File: src/rtl/init_sequencer_if.sv
// -----------------------------------------------------------------------------
// init_sequencer_if
//   Bundle of the signals exchanged between the init sequencer and the three
//   downstream stages it brings out of reset.
//
//   Signals
//     stage_ready [2:0]  stage -> sequencer  bit k: stage k finished its init
//     retry              stage -> sequencer  single-cycle restart request
//     rst_stage   [2:0]  sequencer -> stage  bit k: active-high reset of stage k
//     init_done          sequencer -> stage  all stages released and ready
//     init_fail          sequencer -> stage  sequencer sits in FAIL
//     fail_stage  [1:0]  sequencer -> stage  stage that caused the last failure
//
//   Modports
//     master : the sequencer (drives the resets and status)
//     slave  : the downstream side / environment
// -----------------------------------------------------------------------------
interface init_sequencer_if;
    logic [2:0] stage_ready;
    logic       retry;
    logic [2:0] rst_stage;
    logic       init_done;
    logic       init_fail;
    logic [1:0] fail_stage;

    modport master (
        input  stage_ready,
        input  retry,
        output rst_stage,
        output init_done,
        output init_fail,
        output fail_stage
    );

    modport slave (
        output stage_ready,
        output retry,
        input  rst_stage,
        input  init_done,
        input  init_fail,
        input  fail_stage
    );
endinterface

File: src/rtl/init_sequencer.sv
// -----------------------------------------------------------------------------
// init_sequencer
//   Releases three downstream stages from reset strictly in the order 0, 1, 2.
//   After global reset all stage resets are held for HOLD_CYCLES cycles, then
//   stage 0 is released; each further stage is released one cycle after the
//   previous one reports ready. A stage that stays silent for TIMEOUT_CYCLES
//   cycles sends the sequencer to FAIL, where a retry pulse restarts the hold.
//
//   Parameters
//     HOLD_CYCLES    (1..65535) cycles all stage resets stay asserted
//     TIMEOUT_CYCLES (1..65535) cycles allowed for a released stage to go ready
//
//   Ports
//     clock  : system clock, rising edge
//     reset  : synchronous, active-high global reset
//     bus    : init_sequencer_if.master (stage_ready, retry in;
//              rst_stage, init_done, init_fail, fail_stage out)
//
//   Build option
//     INIT_SEQ_WATCHDOG_EN : when defined, a stage dropping its ready flag in
//                            DONE sends the sequencer to FAIL. When undefined,
//                            stage_ready is ignored in DONE.
//
//   All outputs come straight from flops.
// -----------------------------------------------------------------------------
module init_sequencer #(
    parameter int HOLD_CYCLES    = 16,
    parameter int TIMEOUT_CYCLES = 65535
) (
    input  logic              clock,
    input  logic              reset,
    init_sequencer_if.master  bus
);

    localparam logic [2:0] ST_HOLD  = 3'd0;
    localparam logic [2:0] ST_WAIT0 = 3'd1;
    localparam logic [2:0] ST_WAIT1 = 3'd2;
    localparam logic [2:0] ST_WAIT2 = 3'd3;
    localparam logic [2:0] ST_DONE  = 3'd4;
    localparam logic [2:0] ST_FAIL  = 3'd5;

    localparam logic [15:0] HOLD_LAST    = 16'(HOLD_CYCLES - 1);
    localparam logic [15:0] TIMEOUT_LAST = 16'(TIMEOUT_CYCLES - 1);

    logic [2:0]  state;
    logic [15:0] hold_cnt;
    logic [15:0] tmo_cnt;
    logic [2:0]  rst_stage_q;
    logic        init_done_q;
    logic        init_fail_q;
    logic [1:0]  fail_stage_q;

    // Per-WAIT-state decode: which stage is awaited, where a ready flag leads,
    // and the stage-reset pattern that goes with that next state.
    logic [1:0] wait_idx;
    logic [2:0] ready_next;
    logic [2:0] ready_rst;

    // Counters saturate instead of wrapping.
    function automatic logic [15:0] sat_inc(input logic [15:0] v);
        return (v == 16'hFFFF) ? v : v + 16'd1;
    endfunction

    // NOTE: every signal gets a default before the case so no latch is inferred.
    always_comb begin
        wait_idx   = 2'd0;
        ready_next = ST_DONE;
        ready_rst  = 3'b000;
        case (state)
            ST_WAIT0: begin
                wait_idx   = 2'd0;
                ready_next = ST_WAIT1;
                ready_rst  = 3'b100;
            end
            ST_WAIT1: begin
                wait_idx   = 2'd1;
                ready_next = ST_WAIT2;
                ready_rst  = 3'b000;
            end
            ST_WAIT2: begin
                wait_idx   = 2'd2;
                ready_next = ST_DONE;
                ready_rst  = 3'b000;
            end
            default: ;
        endcase
    end

`ifdef INIT_SEQ_WATCHDOG_EN
    // Lowest-numbered stage whose ready flag has dropped.
    logic [1:0] lowest_low;
    always_comb begin
        if (!bus.stage_ready[0])      lowest_low = 2'd0;
        else if (!bus.stage_ready[1]) lowest_low = 2'd1;
        else                          lowest_low = 2'd2;
    end
`endif

    // NOTE: non-blocking assignments for all state so every flop samples the
    // pre-edge values regardless of statement order.
    always_ff @(posedge clock) begin
        if (reset) begin
            // Reset wins over retry and over any state; hold counter stays 0
            // so the hold period only begins once reset is released.
            state        <= ST_HOLD;
            hold_cnt     <= 16'd0;
            tmo_cnt      <= 16'd0;
            rst_stage_q  <= 3'b111;
            init_done_q  <= 1'b0;
            init_fail_q  <= 1'b0;
            fail_stage_q <= 2'd0;
        end else begin
            case (state)
                ST_HOLD: begin
                    if (hold_cnt == HOLD_LAST) begin
                        state       <= ST_WAIT0;
                        rst_stage_q <= 3'b110;
                        tmo_cnt     <= 16'd0;
                    end else begin
                        hold_cnt <= sat_inc(hold_cnt);
                    end
                end

                ST_WAIT0, ST_WAIT1, ST_WAIT2: begin
                    // Ready is checked first so it beats a same-cycle timeout.
                    if (bus.stage_ready[wait_idx]) begin
                        state       <= ready_next;
                        rst_stage_q <= ready_rst;
                        init_done_q <= (ready_next == ST_DONE);
                        tmo_cnt     <= 16'd0;
                    end else if (tmo_cnt == TIMEOUT_LAST) begin
                        state        <= ST_FAIL;
                        rst_stage_q  <= 3'b111;
                        init_fail_q  <= 1'b1;
                        fail_stage_q <= wait_idx;
                    end else begin
                        tmo_cnt <= sat_inc(tmo_cnt);
                    end
                end

                ST_DONE: begin
`ifdef INIT_SEQ_WATCHDOG_EN
                    if (!(&bus.stage_ready)) begin
                        state        <= ST_FAIL;
                        rst_stage_q  <= 3'b111;
                        init_done_q  <= 1'b0;
                        init_fail_q  <= 1'b1;
                        fail_stage_q <= lowest_low;
                    end
`endif
                end

                ST_FAIL: begin
                    // fail_stage is deliberately kept for post-mortem reads.
                    if (bus.retry) begin
                        state       <= ST_HOLD;
                        hold_cnt    <= 16'd0;
                        init_fail_q <= 1'b0;
                    end
                end

                default: begin
                    state       <= ST_HOLD;
                    hold_cnt    <= 16'd0;
                    rst_stage_q <= 3'b111;
                    init_done_q <= 1'b0;
                    init_fail_q <= 1'b0;
                end
            endcase
        end
    end

    assign bus.rst_stage  = rst_stage_q;
    assign bus.init_done  = init_done_q;
    assign bus.init_fail  = init_fail_q;
    assign bus.fail_stage = fail_stage_q;

endmodule

File: src/flat_wrapper.sv
// flat-port wrapper written by rule: the top's interface ports become plain ports
module init_sequencer_flat 
#(
    parameter int HOLD_CYCLES    = 16,
    parameter int TIMEOUT_CYCLES = 65535
)
  (clock, reset, bus_stage_ready, bus_retry, bus_rst_stage, bus_init_done, bus_init_fail, bus_fail_stage);
  init_sequencer_if bus_i ();
  input  logic clock;
  input  logic reset;
  input wire logic [$bits(bus_i.stage_ready)-1:0] bus_stage_ready;
  input wire logic [$bits(bus_i.retry)-1:0] bus_retry;
  output wire logic [$bits(bus_i.rst_stage)-1:0] bus_rst_stage;
  output wire logic [$bits(bus_i.init_done)-1:0] bus_init_done;
  output wire logic [$bits(bus_i.init_fail)-1:0] bus_init_fail;
  output wire logic [$bits(bus_i.fail_stage)-1:0] bus_fail_stage;
  assign bus_i.stage_ready = bus_stage_ready;
  assign bus_i.retry = bus_retry;
  assign bus_rst_stage = bus_i.rst_stage;
  assign bus_init_done = bus_i.init_done;
  assign bus_init_fail = bus_i.init_fail;
  assign bus_fail_stage = bus_i.fail_stage;
  init_sequencer #(.HOLD_CYCLES(HOLD_CYCLES), .TIMEOUT_CYCLES(TIMEOUT_CYCLES)) u_core (.clock(clock), .reset(reset), .bus(bus_i));
endmodule
File: config.mk
export PLATFORM = sky130hd
export DESIGN_NAME = init_sequencer_flat
export DESIGN_NICKNAME = d
export VERILOG_FILES = /design/src/rtl/init_sequencer_if.sv /design/src/rtl/init_sequencer.sv /design/src/flat_wrapper.sv
export SDC_FILE = /design/constraint.sdc
export NUM_CORES = 1
export LEC_CHECK = 0
export ABC_AREA = 1
export CAP_MARGIN = 20
export CORE_ASPECT_RATIO = 0.5
export CORE_MARGIN = 3
export CORE_UTILIZATION = 44
export CTS_BUF_LIST = sky130_fd_sc_hd__clkbuf_8
export CTS_CLUSTER_DIAMETER = 150
export DETAILED_ROUTE_END_ITERATION = 7
export GPL_ROUTABILITY_DRIVEN = 1
export GPL_TIMING_DRIVEN = 0
export PLACE_DENSITY_LB_ADDON = 0.25
export SLEW_MARGIN = 20
export SYNTH_ARGS = -nofsm -noshare
export SYNTH_HDL_FRONTEND = slang
export SYNTH_SLANG_ARGS = --single-unit
File: constraint.sdc
create_clock -name clock -period 2.1 [get_ports clock]
set_input_delay 0.315 -clock clock [delete_from_list [all_inputs] [get_ports clock]]
set_output_delay 0.315 -clock clock [all_outputs]
set_load 0.005 [all_outputs]
==> results.rst, run 1 <==
.. list-table::
   :header-rows: 1

   * - Metric
     - Value
   * - Crit. End Element
     - flip-flop
   * - Number of port buffers
     - 12
   * - FF-to-FF End
     - u_core.tmo_cnt[4]$_SDFFE_PP0P_
   * - Final cell count without fillers
     - 532
   * - Length in cells of the worst reg-to-reg path
     - 10
   * - Routed wire length
     - 6480 µm
   * - Number of H-tree branching levels
     - 2
   * - Synthesized net count
     - 448
   * - F_max
     - 525 MHz
   * - Total die area
     - 7090 µm²
   * - Final antenna-violating net count
     - 0
   * - Largest fanout on the critical path
     - 10
   * - # clock sinks
     - 42
   * - Ratio of routed vias to standard cells
     - 5.22
   * - Post-synthesis sequential area ratio
     - 31.5%
   * - Die height
     - 61.0 µm
   * - Worst reg2reg startpoint
     - u_core.hold_cnt[0]$_SDFFE_PP0P_
   * - Inst Count DP
     - 524
   * - First-pass GRT wire length
     - 11000 µm
   * - Detailed-placement wirelength estimate
     - 4780 µm
   * - CP Launch Type
     - flip-flop
   * - DP Area
     - 2880 µm²
   * - Number of slew-limit violations in the final report
     - 0
   * - Leakage power figure
     - 1.12 nW
   * - Netlist area before placement
     - 2670 µm²
   * - Clock buffer depth
     - 2
   * - Area of the placeable core
     - 5660 µm²
   * - Aggregate global-route resource usage
     - 19.9%
   * - Routability-driven placement congestion ratio
     - 0.912
   * - Result of the run
     - finished clean
   * - Share of cells above drive strength 1
     - 6.97%
   * - Global route overflow
     - 0
   * - Hold Crit Class
     - flip-flop to flip-flop
   * - Number of antenna violations at the first check in global routing
     - 0
   * - Power per unit of standard cell area
     - 1050 nW/µm²
   * - Leading cell type in the layout, fill and taps excluded
     - nand2_1
   * - Count of hold-fix buffers inserted at cts
     - 0
   * - Capturing element of the worst setup path
     - u_core.tmo_cnt[4]$_SDFFE_PP0P_
   * - Clock Skews
     - 0.00904 ns
   * - Yosys cell types
     - 25
   * - TritonRoute pass-1 iters
     - 5
   * - First DRT Iteration DRCs
     - 166
   * - CTS tree
     - done
   * - Insertion delay to the later sink of the worst-skew pair
     - 0.30 ns
   * - Area share of the largest cell type after synthesis
     - 31.5%
   * - Final critical-path required period
     - 1.91 ns
   * - Effective utilization at floorplan
     - 47.1%
   * - Number of hold-slack violations in the final timing report
     - 0
   * - Via count of the first global-routing pass
     - 2411
   * - Largest net degree at the start of global routing
     - 13
   * - CTS Buf Count
     - 5
   * - Final cell area excluding filler cells
     - 3000 µm²
   * - CP required
     - 2.34 ns
   * - Max cap viols
     - 0
   * - Largest cells by area after synthesis
     - dfxtp_1 32%, nand2_1 18%, nor2_1 12%, nand3_1 7.9%, a21oi_1 5.8%
   * - Slew at the pin closest to its max-slew limit
     - 0.574 ns
   * - Drc violations
     - 0
   * - Die X-Extent
     - 116 µm
   * - Layout net count
     - 467
   * - Post-route clock period utilization
     - 90.8%
   * - Row count
     - 19
   * - Register-to-register setup slack
     - 0.19 ns
   * - Root buf cell
     - clkbuf_8
   * - Final Total Pwr
     - 3.13 mW
   * - Worst setup path category
     - flip-flop to flip-flop
   * - Layout fillers
     - 593
   * - Crit path arrival time
     - 2.14 ns
   * - Via Count
     - 2775
   * - Top library cells by usage in the layout, fill and taps aside
     - 127 x nand2_1, 86 x nor2_1, 41 x nand3_1
   * - Avg WL per Cell
     - 12.2 µm
   * - Crit path from
     - u_core.hold_cnt[0]$_SDFFE_PP0P_
   * - Area of combinational cells with multiple inputs
     - 1670 µm²
   * - Num ports
     - 13
   * - IR Drop Worst-Case VDD
     - 412 µV
   * - Post-Syn Area per Cell
     - 6.07 µm²
   * - Cell count after synthesis
     - 439
   * - Diode count
     - 0
   * - Number of instances on the worst hold path
     - 2
   * - Seq. cell area
     - 843 µm²
   * - Warnings from Yosys
     - 0
   * - Area delta synth->final
     - 12.3%
   * - Setup-violating endpoint count in the final report
     - 0
   * - Total of flip-flops plus latches after synthesis
     - 42
   * - Post-synth top area cell
     - dfxtp_1
   * - Clock transition at path regs
     - 0.08 ns
   * - Max transition margin
     - 61.7%
[repair_timing]
action                     in CTS  in global routing
setup endpoints to repair       0                 19
buffers inserted                0                  0
resized for setup               0                  7
[final cells by class]
cell class | instances | share of cell area [%]
Multi-Input combinational cell | 355 | 55.8
Buffer | 9 | 1.80
Clock buffer | 6 | 2.76
Clock inverter | 2 | 0.292
Sequential cell | 42 | 28.2
Inverter | 33 | 4.14
Tap cell | 73 | 3.05
Timing Repair Buffer | 12 | 4.01
[power by group]
group / switching [mW] / internal, mW / leakage, nW
combinational: 1.06 / 0.492 / 0.728
clock: 0.288 / 0.261 / 0.0524
sequential: 0.122 / 0.908 / 0.342
[critical path: stages (launching register included)]
cell and delay [ns]:
dfxtp_1 0.40, ha_2 0.25, nand3_2 0.15, nor2_1 0.13, nand2_1 0.08, nand2_1 0.14, nand2_1 0.11, nor2_4 0.21
buf_6 0.18, nand2_1 0.06, a21oi_1 0.11
[cell families after synthesis]
group	after synthesis	share of synthesized area, %
AND/OR/NAND/NOR	296	48.1
AO/OA/AOI/OAI	46	9.20
buffers and inverters	42	6.52
flip-flops	42	31.5
adder cells (fa/ha/maj)	3	1.41
XOR/XNOR	10	3.29
[sequential cells by signal, summed over array words and instances, names as in the netlist]
signal	cells
u_core.bus.rst_stage	3
u_core.tmo_cnt	16
u_core.hold_cnt	16
u_core.bus.init_done	1
u_core.bus.init_fail	1
u_core.state	3
u_core.bus.fail_stage	2
[worst min path at each step]
stage / from / to / slack (ns)
after global placement: u_core.bus.rst_stage[0]$_SDFFE_PP1P_ / u_core.bus.rst_stage[0]$_SDFFE_PP1P_ / 0.45
final: u_core.bus.init_fail$_SDFFE_PP0P_ / u_core.bus.init_fail$_SDFFE_PP0P_ / 0.47
after floorplan: u_core.bus.rst_stage[0]$_SDFFE_PP1P_ / u_core.bus.rst_stage[0]$_SDFFE_PP1P_ / 0.45
after global routing: u_core.bus.rst_stage[0]$_SDFFE_PP1P_ / u_core.bus.rst_stage[0]$_SDFFE_PP1P_ / 0.50
after CTS: u_core.bus.init_fail$_SDFFE_PP0P_ / u_core.bus.init_fail$_SDFFE_PP0P_ / 0.47
after detailed placement: u_core.bus.rst_stage[2]$_SDFFE_PP1P_ / u_core.bus.rst_stage[2]$_SDFFE_PP1P_ / 0.45
[routing by layer]
layer  share of wire (%)  wire length, µm  GRT usage, %
met3                 4.7              307          4.61
met5                   0                0             0
met1                  51             3280          27.2
met4                 1.2               76          6.78
met2                  43             2810          31.6
[stage by stage]
stage	setup WS [ns]	setup TNS (ns)	utilization, %	hold slack (ns)
6_report	0.194	0	52.9	0.469
5_1_grt	-0.00446	-0.00446	52.9	0.495
4_1_cts	0.0340	0	52.5	0.474
3_5_place_dp	0.0259	0	50.9	0.455
3_3_place_gp	0.0414	0	50.9	0.450
2_1_floorplan	0.409	0	-	0.453
[cell usage after synthesis]
master,n
xnor2_1,2
ha_1,3
or2_2,4
o21bai_1,4
a211oi_1,2
dfxtp_1,42
o21ai_0,9
buf_4,4
clkbuf_1,4
xor2_1,8
inv_2,4
a21oi_1,31
clkinv_1,1
nand3_2,2
nor3b_1,2
and2_1,1
nand2_2,1
nand4_1,15
buf_2,1
nand2_1,127
nor2_1,86
inv_1,28
nor2_4,4
nand3_1,42
nor3_1,12
Note: power is estimated with default switching activity, not from simulation.
==> run 2: changes to the inputs <==
--- a/config.mk
+++ b/config.mk
@@ -6,7 +6,6 @@
 export NUM_CORES = 1
 export LEC_CHECK = 0
 export ABC_AREA = 1
-export CAP_MARGIN = 20
 export CORE_ASPECT_RATIO = 0.5
 export CORE_MARGIN = 3
 export CORE_UTILIZATION = 44
@@ -16,7 +15,7 @@
 export GPL_ROUTABILITY_DRIVEN = 1
 export GPL_TIMING_DRIVEN = 0
 export PLACE_DENSITY_LB_ADDON = 0.25
-export SLEW_MARGIN = 20
+export SLEW_MARGIN = 30
 export SYNTH_ARGS = -nofsm -noshare
 export SYNTH_HDL_FRONTEND = slang
 export SYNTH_SLANG_ARGS = --single-unit
==> results of run 2 <==
Same layout as run 1: the final DEF is identical, and so are final timing and power.
==> run 3: changes to the inputs <==
--- a/config.mk
+++ b/config.mk
@@ -12,6 +12,7 @@
 export CTS_BUF_LIST = sky130_fd_sc_hd__clkbuf_8
 export CTS_CLUSTER_DIAMETER = 150
 export DETAILED_ROUTE_END_ITERATION = 7
+export DONT_BUFFER_PORTS = 1
 export GPL_ROUTABILITY_DRIVEN = 1
 export GPL_TIMING_DRIVEN = 0
 export PLACE_DENSITY_LB_ADDON = 0.25
==> results.rst, run 3 (synthesis results as in run 1) <==
.. list-table::
   :header-rows: 1

   * - Metric
     - Value
   * - Layout net count
     - 457 (was 467)
   * - Drc violations
     - 0 (unchanged)
   * - Share of cells above drive strength 1
     - 7.57% (was 6.97%)
   * - Number of H-tree branching levels
     - 2 (unchanged)
   * - Avg WL per Cell
     - 12.1 µm (was 12.2 µm)
   * - Slowest stage cell on the critical path
     - dfxtp_1 (unchanged)
   * - Capturing element of the worst setup path
     - u_core.tmo_cnt[11]$_SDFFE_PP0P_ (was u_core.tmo_cnt[4]$_SDFFE_PP0P_)
   * - Length in cells of the worst reg-to-reg path
     - 10 (unchanged)
   * - Die X-Extent
     - 116 µm (unchanged)
   * - Detailed-placement wirelength estimate
     - 4750 µm (was 4780 µm)
   * - FF-to-FF End
     - u_core.tmo_cnt[11]$_SDFFE_PP0P_ (was u_core.tmo_cnt[4]$_SDFFE_PP0P_)
   * - Final cell area excluding filler cells
     - 2880 µm² (was 3000 µm²)
   * - Row count
     - 19 (unchanged)
   * - Top library cells by usage in the layout, fill and taps aside
     - 127 x nand2_1, 86 x nor2_1, 41 x nand3_1 (unchanged)
   * - Register-to-register setup slack
     - 0.24 ns (was 0.19 ns)
   * - Layout fillers
     - 625 (was 593)
   * - Die height
     - 61.0 µm (unchanged)
   * - IR Drop Worst-Case VDD
     - 442 µV (was 412 µV)
   * - CTS tree
     - done (unchanged)
   * - F_max
     - 536 MHz (was 525 MHz)
   * - Num ports
     - 13 (unchanged)
   * - Ratio of routed vias to standard cells
     - 5.17 (was 5.22)
   * - Result of the run
     - finished clean (unchanged)
   * - Crit. End Element
     - flip-flop (unchanged)
   * - Final Total Pwr
     - 3.11 mW (was 3.13 mW)
   * - Leakage power figure
     - 1.08 nW (was 1.12 nW)
   * - Aggregate global-route resource usage
     - 20.0% (was 19.9%)
   * - Least setup slack across all paths after layout
     - 0.235 ns (was 0.194 ns)
   * - Number of antenna violations at the first check in global routing
     - 0 (unchanged)
   * - Leading cell type in the layout, fill and taps excluded
     - nand2_1 (unchanged)
   * - Crit path from
     - u_core.tmo_cnt[1]$_SDFFE_PP0P_ (was u_core.hold_cnt[0]$_SDFFE_PP0P_)
   * - Largest fanout on the critical path
     - 10 (unchanged)
   * - Worst setup path category
     - flip-flop to flip-flop (unchanged)
   * - CP Launch Type
     - flip-flop (unchanged)
   * - Effective utilization at floorplan
     - 47.1% (unchanged)
   * - First-pass GRT wire length
     - 11200 µm (was 11000 µm)
   * - Ordered list of cells on the worst path
     - ha_2, inv_1, nor2_1, nand2_1, nor2_1, nand3_1, nand3_2, buf_4, nand2_1, a21oi_1 (was ha_2, nand3_2, nor2_1, nand2_1, nand2_1, nand2_1, nor2_4, buf_6, nand2_1, a21oi_1)
   * - First DRT Iteration DRCs
     - 177 (was 166)
   * - Largest net degree at the start of global routing
     - 13 (unchanged)
   * - Worst reg2reg startpoint
     - u_core.tmo_cnt[1]$_SDFFE_PP0P_ (was u_core.hold_cnt[0]$_SDFFE_PP0P_)
   * - Clock Skews
     - 0.00488 ns (was 0.00904 ns)
   * - Worst hold slack after final layout
     - 0.233 ns (was 0.469 ns)
   * - Max cap viols
     - 0 (unchanged)
   * - Area of the placeable core
     - 5660 µm² (unchanged)
   * - Via Count
     - 2698 (was 2775)
   * - Clock transition at path regs
     - 0.08 ns (about the same)
   * - CTS Buf Count
     - 5 (unchanged)
   * - Crit path arrival time
     - 2.10 ns (was 2.14 ns)
   * - Setup-violating endpoint count in the final report
     - 0 (unchanged)
   * - Summed negative setup slack over all endpoints
     - 0 ns (unchanged)
   * - TritonRoute pass-1 iters
     - 5 (unchanged)
   * - Via count of the first global-routing pass
     - 2433 (was 2411)
   * - Final critical-path required period
     - 1.86 ns (was 1.91 ns)
   * - Insertion delay to the later sink of the worst-skew pair
     - 0.30 ns (about the same)
   * - Number of slew-limit violations in the final report
     - 0 (unchanged)
   * - Routability-driven placement congestion ratio
     - 0.845 (was 0.912)
   * - # clock sinks
     - 42 (unchanged)
   * - Number of port buffers
     - 0 (was 12)
   * - CP required
     - 2.33 ns (was 2.34 ns)
   * - Slowest cell delay on critical path
     - 0.41 ns (was 0.40 ns)
   * - Global route overflow
     - 0 (unchanged)
   * - Slew at the pin closest to its max-slew limit
     - 0.527 ns (was 0.574 ns)
   * - Root buf cell
     - clkbuf_8 (unchanged)
   * - Post-Place Setup Slack
     - 0.0290 ns (was 0.0259 ns)
   * - Total die area
     - 7090 µm² (unchanged)
   * - Max transition margin
     - 64.9% (was 61.7%)
   * - Biggest regs
     - u_core.hold_cnt: 16 flops, u_core.tmo_cnt: 16 flops (unchanged)
   * - Final antenna-violating net count
     - 0 (unchanged)
   * - Hold Crit Class
     - input pin to flip-flop (was flip-flop to flip-flop)
   * - Clock buffer depth
     - 2 (unchanged)
   * - Area delta synth->final
     - 7.88% (was 12.3%)
   * - DP Area
     - 2760 µm² (was 2880 µm²)
   * - Routed wire length
     - 6340 µm (was 6480 µm)
   * - Power per unit of standard cell area
     - 1080 nW/µm² (was 1050 nW/µm²)
   * - Diode count
     - 0 (unchanged)
   * - Post-route clock period utilization
     - 88.8% (was 90.8%)
   * - Number of hold-slack violations in the final timing report
     - 0 (unchanged)
==> run 3: cell types whose count changed in the layout (fill, tap and decap cells not counted) <==
| cell | previous run | this run |
|---|---|---|
| clkdlybuf4s50_1 | 12 | 0 |
| buf_4 | 3 | 6 |
| buf_6 | 1 | 0 |
| ha_2 | 1 | 2 |
| ha_4 | 1 | 0 |
==> run 3: per-stage QoR <==
step / util [%] / cells
after floorplan: - / 439
after CTS: 50.4 / 520
after global routing: 50.8 / 522
after global placement: 48.7 / 512
final: 50.8 / 522
after detailed placement: 48.7 / 512
==> run 3: critical path, delay by kind of cell, from the launching register on <==
kind                       cells  cell delay (ns)
DFF                            1             0.41
AOI/OAI and AO/OA              1             0.13
and+or+nand+nor                6             0.72
buffers and inverters          2             0.27
adders and majority gates      1             0.26
==> run 3: report_power, final <==
group / internal, mW / total, mW / switching, mW / leakage [nW]
clock network: 0.261 / 0.547 / 0.286 / 0.0524
registers: 0.908 / 1.03 / 0.122 / 0.342
logic: 0.480 / 1.53 / 1.05 / 0.690
total: 1.65 / 3.11 / 1.46 / 1.08
==> run 3: what timing repair did <==
item / in CTS / in global routing
setup buffers: 0 / 2
gates resized for setup: 0 / 5
setup endpoints to repair: 0 / 17
hold buffers: 0 / 0
hold endpoints to repair: 0 / 0
==> run 3: routing by layer <==
metal	global-route usage, %	part of all wire, %	vias up
met2	31.0	42	51
met4	6.78	1.8	0
met5	0	0	-
met1	27.5	52	1188
met3	5.00	4.4	12
li1	-	-	1447
==> run 3: final cells by class <==
| type | count | area, µm² | area share (%) |
|---|---|---|---|
| flip-flops and latches | 42 | 843 | 29.3 |
| plain buffers | 9 | 50.0 | 1.74 |
| clock inverters | 2 | 8.76 | 0.304 |
| repair buffers | 2 | 15.0 | 0.522 |
| clock buffers | 6 | 82.6 | 2.87 |
| multi-input cells | 355 | 1660 | 57.8 |
| well taps | 73 | 91.3 | 3.18 |
| inverters | 33 | 124 | 4.31 |
==> run 3: worst min-delay path by stage <==
stage,start,slack [ns],cells after the start,endpoint
6_report,reset,0.23,3,u_core.tmo_cnt[0]$_SDFFE_PP0P_
5_1_grt,reset,0.26,3,u_core.state[2]$_SDFFE_PP0P_
3_5_place_dp,u_core.bus.rst_stage[1]$_SDFFE_PP1P_,0.48,2,u_core.bus.rst_stage[1]$_SDFFE_PP1P_
4_1_cts,reset,0.22,3,u_core.tmo_cnt[1]$_SDFFE_PP0P_
3_3_place_gp,u_core.bus.rst_stage[0]$_SDFFE_PP1P_,0.47,2,u_core.bus.rst_stage[0]$_SDFFE_PP1P_
2_1_floorplan,u_core.bus.rst_stage[0]$_SDFFE_PP1P_,0.45,2,u_core.bus.rst_stage[0]$_SDFFE_PP1P_
==> variant: new RTL, settings of run 2 <==
Build with the macro `INIT_SEQ_WATCHDOG_EN` defined.
--- a/src/rtl/init_sequencer.sv
+++ b/src/rtl/init_sequencer.sv
@@ -25,2 +25,4 @@
 // -----------------------------------------------------------------------------
+`define INIT_SEQ_WATCHDOG_EN
+
 module init_sequencer #(
Behaviour: no difference found for any inputs over 10 cycles, from zero or initial values and one cycle with reset high; that may be too few to reach the edited logic, so the function may still have changed.
==> variant against run 2 <==
Sequential cell count is the same; power decreased by 0.60%; cell area up 5.8%; synthesized cell count grew 0.68%; sequential power decreased by 8%; area after synthesis is 4.4% higher; worst setup slack better by 0.014 ns; wire length up 0.31%.
==> variant: results (changes against run 2) <==
antenna_cells: 0  # unchanged
top_regs: "u_core.hold_cnt: 16 flops, u_core.tmo_cnt: 16 flops"
ys.flop_type: "dfxtp_1"
cts-root-buf: "clkbuf_8"
clk_latency_ns: 0.30  # about the same
drive_above_1_share: 0.104  # +0.0342
synth_area_leaders: "dfxtp_1, nand2_1, nor2_1"
postRouteAntennaNets: 0  # unchanged
syn_nets: 451  # +0.67%
routabilityCongestion: 0.911  # -0.11%
post-dp-hpwl_um: 4820  # +0.96%
cts-htree-levels: 2  # unchanged
grt_pass1_vias: 2576  # +6.8%
clk_path_buf_depth: 2  # unchanged
cap_violations: 0  # unchanged
cp_max_fo: 10  # unchanged
power_leakage_uw: 0.00110  # -2.0%
grt_pass1_wl_um: 11700  # +6.1%
path_clk_slew_ns: 0.08  # about the same
place_ws_ns: 0.0641  # +0.0383 ns
async_flop_share: 0  # unchanged
grt_max_degree: 14  # +1
synth_cell_type_count: 35  # +40%
cts_setup_buffers: 0  # unchanged
synth_warnings: 0  # unchanged
slowest_stage: "dfxtp_1"
totalWireLength_um: 6500  # +0.31%
path_delay_family: "simple AND/OR/NAND/NOR gates"
peakVddDrop_mv: 0.414  # +0.55%
final_nets: 470  # +0.64%
fill_cells: 605  # +2.0%
rrSetupSlack_ns: 0.21
postCtsResizedCells: 0  # unchanged
antenna_found_initial: 0  # unchanged
maxSlewHeadroom: 0.561  # -0.0557
drt-initial-drc-count: 148  # -11%
hp-class: "reg2reg"
status: "completed"
dpl_cell_area_um2: 3010  # +4.6%
viasPerCell: 5.07  # -2.8%
fmax_mhz: 528  # +0.75%
slowest_delay_ns: 0.42  # +0.02 ns
io_buffers: 12  # unchanged
ys_seq_area_frac: 0.302  # -0.0133
cts_buffers: 5  # unchanged
yosysMostFrequentCell: "nand2_1"
final.setup_skew_ns: 0.00569  # -0.00335 ns
grt_util_all_layers: 0.189  # -0.0103
drtPass1Iterations: 4  # -1
yosys-top-cells-count: "nand2_1, nor2_1, nand3_1, dfxtp_1"
variant: cell types whose count changed after synthesis, sizes merged, moves of 2 or more:
| cell | before | now |
|---|---|---|
| o21bai | 4 | 1 |
| buf | 5 | 7 |
| nand2 | 128 | 131 |
| inv | 32 | 36 |
| a211oi | 2 | 0 |
| nand4 | 15 | 12 |
| nor2 | 90 | 76 |
| o21a | 0 | 2 |
| nand3 | 44 | 49 |
| a21oi | 31 | 34 |
variant: worst paths after layout:
| kind | start | endpoint | depth (start not counted) |
|---|---|---|---|
| setup / recovery | u_core.tmo_cnt[1] | u_core.tmo_cnt[12] | 10 |
| hold reg to reg | u_core.bus.fail_stage[1] | u_core.bus.fail_stage[1] | 2 |
| setup reg to reg | u_core.tmo_cnt[1] | u_core.tmo_cnt[12] | 10 |
| hold / removal | u_core.bus.fail_stage[1] | u_core.bus.fail_stage[1] | 2 |
variant: stage by stage:
stage / utilization / power, µW / hold WS [ns] / std cells
floorplan: - / 1930 / 0.440 / 442
global placement: 0.519 / 2300 / 0.443 / 538
detailed placement: 0.519 / 2310 / 0.444 / 538
CTS: 0.543 / 3130 / 0.456 / 546
global route: 0.546 / 3360 / 0.481 / 546
finish: 0.546 / 3110 / 0.452 / 546
variant: kinds of logic after synthesis:
logic type,count (synthesis),share of synthesized area
adder cells (fa/ha/maj),3,0.0135
AND/OR/NAND/NOR,287,0.470
XOR/XNOR,12,0.0378
AO/OA/AOI/OAI,50,0.105
flip-flops,42,0.302
buffers and inverters,48,0.0719
variant: per-layer routing:
layer / vias up / wire length (µm) / track usage / part of all wire
met5: - / 0 / 0 / 0
met4: 0 / 71 / 0.0491 / 0.011
li1: 1479 / - / - / -
met2: 39 / 2840 / 0.294 / 0.44
met1: 1242 / 3320 / 0.264 / 0.51
met3: 7 / 267 / 0.0417 / 0.041
variant: worst reg2reg max path: cells and delay by family (launching register included):
kind,cells,cell delay (ns)
and+or+nand+nor,5,0.56
DFF,1,0.42
AOI/OAI and AO/OA,2,0.33
adders and majority gates,1,0.28
buffers and inverters,2,0.23
variant: cell type report:
cell class / count / area [µm²] / area share
repair buffers: 12 / 120 / 0.0379
inverters: 36 / 135 / 0.0427
well taps: 84 / 105 / 0.0332
flip-flops and latches: 42 / 842 / 0.266
clock buffers: 6 / 82.6 / 0.0261
multi-input cells: 352 / 1760 / 0.555
plain buffers: 12 / 65.1 / 0.0205
clock inverters: 2 / 60.1 / 0.0190
variant: power by group:
| part | total (µW) | leakage [µW] | switching, µW | internal (µW) |
|---|---|---|---|---|
| clock | 803 | 0.0000714 | 296 | 507 |
| combinational | 1360 | 0.000687 | 931 | 433 |
| sequential | 945 | 0.000341 | 66.7 | 878 |
| total | 3110 | 0.00110 | 1290 | 1820 |
